### src/rtl/frame_ctrl.sv
// APU frame sequencer control: $4017 mode/mask, parity-dependent delayed
// step-counter reset, quarter/half-frame clock gating and frame IRQ flag.
module frame_ctrl #(
  parameter int unsigned DLY_EVEN = 3,
  parameter int unsigned DLY_ODD  = 4
) (
  input  logic       CLK,
  input  logic       RES,
  input  logic       PHI_EN,
  input  logic       W4017,
  input  logic       R4015,
  input  logic [1:0] DIN,
  input  logic       STEP_Q,
  input  logic       STEP_H,
  input  logic       STEP_IRQ,
  input  logic       STEP_END,
  output logic       MODE,
  output logic       LFSR_RST,
  output logic       Q_CLK,
  output logic       H_CLK,
  output logic       INT_FLAG,
  output logic       n_INT
);

  localparam int unsigned CNT_W = 3;

  typedef enum logic {
    IDLE,
    WAIT
  } state_e;

  state_e             state_q, state_d;
  logic [CNT_W-1:0]   cnt_q, cnt_d;
  logic               odd_q, odd_d;
  logic               mode_q, mode_d;
  logic               mask_q, mask_d;
  logic               flag_q, flag_d;
  logic               lfsr_rst_q, lfsr_rst_d;
  logic               q_clk_q, q_clk_d;
  logic               h_clk_q, h_clk_d;
  logic               fire_c;
  logic [CNT_W-1:0]   load_c;

  // Delay to load on a write depends on the APU phase seen at that edge
  assign load_c = odd_q ? CNT_W'(DLY_ODD) : CNT_W'(DLY_EVEN);

  always_comb begin
    state_d    = state_q;
    cnt_d      = cnt_q;
    odd_d      = odd_q;
    mode_d     = mode_q;
    mask_d     = mask_q;
    flag_d     = flag_q;
    lfsr_rst_d = lfsr_rst_q;
    q_clk_d    = q_clk_q;
    h_clk_d    = h_clk_q;
    fire_c     = 1'b0;

    if (PHI_EN) begin
      odd_d = ~odd_q;

      case (state_q)
        IDLE: begin
          if (W4017) begin
            state_d = WAIT;
            cnt_d   = load_c;
          end
        end
        WAIT: begin
          if (W4017) begin
            cnt_d = load_c;
          end else if (cnt_q == CNT_W'(1)) begin
            fire_c  = 1'b1;
            state_d = IDLE;
            cnt_d   = '0;
          end else begin
            cnt_d = cnt_q - CNT_W'(1);
          end
        end
        default: begin
          state_d = IDLE;
          cnt_d   = '0;
        end
      endcase

      // Delayed reset in 5-step mode also issues an immediate frame clock
      lfsr_rst_d = fire_c | STEP_END;
      q_clk_d    = STEP_Q | (fire_c & mode_q);
      h_clk_d    = STEP_H | (fire_c & mode_q);

      // Inhibit write wins over a set; a set wins over a $4015 read clear
      if (W4017 && DIN[0]) begin
        flag_d = 1'b0;
      end else if (STEP_IRQ && !mode_q && !mask_q) begin
        flag_d = 1'b1;
      end else if (R4015) begin
        flag_d = 1'b0;
      end

      if (W4017) begin
        mode_d = DIN[1];
        mask_d = DIN[0];
      end
    end
  end

  always_ff @(posedge CLK) begin
    if (RES) begin
      state_q    <= IDLE;
      cnt_q      <= '0;
      odd_q      <= 1'b0;
      mode_q     <= 1'b0;
      mask_q     <= 1'b0;
      flag_q     <= 1'b0;
      lfsr_rst_q <= 1'b1;
      q_clk_q    <= 1'b0;
      h_clk_q    <= 1'b0;
    end else begin
      state_q    <= state_d;
      cnt_q      <= cnt_d;
      odd_q      <= odd_d;
      mode_q     <= mode_d;
      mask_q     <= mask_d;
      flag_q     <= flag_d;
      lfsr_rst_q <= lfsr_rst_d;
      q_clk_q    <= q_clk_d;
      h_clk_q    <= h_clk_d;
    end
  end

  assign MODE     = mode_q;
  assign LFSR_RST = lfsr_rst_q;
  assign Q_CLK    = q_clk_q;
  assign H_CLK    = h_clk_q;
  assign INT_FLAG = flag_q;
  assign n_INT    = ~flag_q;

endmodule

### config.mk
export PLATFORM = sky130hd
export DESIGN_NAME = frame_ctrl
export DESIGN_NICKNAME = d
export VERILOG_FILES = /design/src/rtl/frame_ctrl.sv
export SDC_FILE = /design/constraint.sdc
export NUM_CORES = 1
export LEC_CHECK = 0
export ABC_AREA = 1
export CORE_MARGIN = 4
export CORE_UTILIZATION = 39
export DETAILED_ROUTE_END_ITERATION = 10
export GPL_TIMING_DRIVEN = 0
export PLACE_DENSITY = 0.83
export RECOVER_POWER = 100
export SLEW_MARGIN = 20
export SYNTH_ARGS = -nofsm -noshare
export SYNTH_HDL_FRONTEND = slang
export SYNTH_SLANG_ARGS = --single-unit
export TNS_END_PERCENT = 50
### constraint.sdc
create_clock -name CLK -period 1 [get_ports CLK]
set_clock_uncertainty 0.05 [all_clocks]
set_input_delay 0.1 -clock CLK [delete_from_list [all_inputs] [get_ports CLK]]
set_output_delay 0.1 -clock CLK [all_outputs]
set_load 0.02 [all_outputs]
==> results.toml <==
[clock_tree]
clock_sinks = 11
clockBufferDepth = 2
h-tree-depth = 1
cts_buffers = 3
cts-root-buf = "clkbuf_4"
cts_tree = "done"
clk_pin_slew_ns = 0.08
clk_latency_ns = 0.26

[pwr]
leakage_nw = 0.352
combPwrFrac_pct = 24.0
p_int_uw = 736
clockPowerShare_pct = 29.2
powerDensity_mw_per_mm2 = 1370
switching_share_pct = 30.2
switchingPower_uw = 318
total_power_mw = 1.05
pwr-share-seq_pct = 46.8
irDropWorstVdd_mv = 0.843

[cells_and_area]
syn_to_final_growth_pct = 37.8
layout-drive-gt1-share_pct = 29.5
diodes = 0
layout.nets = 119
finalNonFillerCells = 120
layout_common_cells = "22 x nand2_1, 9 x dfxtp_1, 9 x nor2_1"
layout_commonest_cell = "nand2_1"

[hold_path]
hold_class = "input pin to flip-flop"

[critical_path]
crit_type = "flip-flop to flip-flop"
cpPeakStageDelay_ns = 0.31
ff2ff_path_depth = 6
startpoint_type = "flip-flop"
cp_data_required_time_ns = 1.15
endpoint_kind = "flip-flop"
path_cells = "inv_2, ha_2, nand2_4, nor2_4, nand2_2, a21oi_2"
reg2reg_slack_ns = -0.07
crit_arrival_ns = 1.22
crit_start = "cnt_q[1]"
endpoint = "Q_CLK"
slowest_stage = "dfxtp_1"
worst_r2r_startpoint = "cnt_q[1]"
r2r-end = "Q_CLK"
worstPathMaxFanout = 3

[detailed_routing]
route.detailed.drc = 0
wire_per_inst_um = 10.9
num_vias = 581
wl_um = 1310
vias_per_cell = 4.84
ant_nets = 0
drt_iter0_drc = 22
dr.pass1.iters = 4

[grt]
grt_pass1_wl_um = 2280
grt_max_degree = 10
grt_usage_pct = 14.6
antenna_found_initial = 0
grt_pass1_vias = 573
grt_remaining_overflow = 0

[sta]
period_share_pct = 107
setup_viol = 7
holdWs_ns = 0.129
slew_headroom_pct = 82.5
period_needed_ns = 1.07
drv_slew = 0
setup_ws_ns = -0.0674
fmax_mhz = 937
rsz0062_at_grt = "true"
worst_pin_slew_ns = 0.262
final_hold_viol_count = 0

[floorplanning]
initial_core_util_pct = 41.9
std_cell_rows = 13
core_region_area_sq_mm = 0.00133
boundaryPins = 17
chipWidth_um = 45.9
dieArea_sq_mm = 0.00210
die_h_um = 45.9

[placement]
gp_congestion = 0.739
hpwl_um = 1020
io_buffers = 15
dp_cells = 114

[logic_synthesis]
synth_cells = 84
synth_fp_nets = 97
ys_top_cells_by_area = "dfxtp_1 39%, nand2_1 16%, a21oi_1 7.2%"
synth_area_sq_um = 559
synth_top_area_share_pct = 39.4
ys_seq_area_share_pct = 39.4
yosys_warnings = 0
ys_ff_latch = 11
synth.distinct_cells = 14
synth_area_per_cell_sq_um = 6.66
yosys.area.top_type = "dfxtp_1"

[outcome]
status = "complete, but fails checks"
violations = "setup timing"

[flow_run]
cap_violations = 0
per-stage QoR:
step                      utilization, %  setup slack (ns)  setup TNS (ns)  cell area (sq um)
after floorplan                        -           -0.0312         -0.0486                561
after global placement              54.7            -0.267           -2.66                729
after detailed placement            54.7            -0.332           -3.05                729
after CTS                           56.9           -0.0626          -0.290                759
after global routing                57.8            -0.127          -0.818                771
final                               57.8           -0.0674          -0.320                771
synth_stat cells:
cell and count:
nand3_1 5, o21ai_2 1, a21oi_1 8, inv_2 3, nand2_1 24, nor2_1 9, a21oi_2 2, dfxtp_1 11
buf_2 1, ha_1 2, nor2_2 1, nand2_2 2, inv_1 9, o21ai_0 6
logic make-up after synthesis:
group | count (synthesis) | synth area share [%]
simple gates | 41 | 30.0
fa+ha+maj | 2 | 4.47
buf+inv | 13 | 8.95
flops | 11 | 39.4
compound gates | 17 | 17.2
sequential cells by signal (all words and copies together), names as in the netlist:
name and count:
cnt_q 3, H_CLK 1, odd_q 1, state_q 1
mask_q 1, MODE 1, Q_CLK 1, LFSR_RST 1
INT_FLAG 1
routing by layer:
layer,track usage (%),vias up,wire [um]
met5,0,-,0
li1,-,305,-
met2,26.1,15,668
met4,3.41,0,0
met1,17.6,261,564
met3,2.77,0,74
worst max-delay path: cells and delay by family (launching register included):
family | cells | cell delay (ns)
compound gates | 1 | 0.11
fa+ha+maj | 1 | 0.21
buf+inv | 1 | 0.08
flops | 1 | 0.31
simple gates | 3 | 0.24
worst min path at each step:
| stage | startpoint | endpoint | slack (ns) | cells after the start |
|---|---|---|---|---|
| 5_1_grt | PHI_EN | LFSR_RST | 0.15 | 3 |
| 6_report | PHI_EN | LFSR_RST | 0.13 | 3 |
| 2_1_floorplan | RES | mask_q | 0.12 | 1 |
| 3_5_place_dp | PHI_EN | LFSR_RST | 0.40 | 3 |
| 4_1_cts | PHI_EN | LFSR_RST | 0.12 | 3 |
| 3_3_place_gp | PHI_EN | LFSR_RST | 0.39 | 3 |
power groups by stage:
stage          combinational [mW]  sequential [mW]  clock, mW
2_1_floorplan               0.123            0.516          0
3_3_place_gp                0.228            0.501          0
3_5_place_dp                0.236            0.502          0
6_report                    0.253            0.493      0.308
5_1_grt                     0.285            0.499      0.337
4_1_cts                     0.246            0.493      0.306
layout make-up:
type	count	area, sq um
fill	143	563
buffer	1	5.00
sequential	11	223
multi-input combinational	60	319
tap	15	18.8
clock buffer	4	26.3
inverter	12	45.0
timing repair buffer	17	134
timing repair:
item	4_1_cts	5_1_grt
setup endpoints to repair	13	10
hold buffers	0	0
buffers inserted	1	1
gates resized for setup	33	3
pin swaps	3	2
Note: power is estimated with default switching activity, not from simulation.
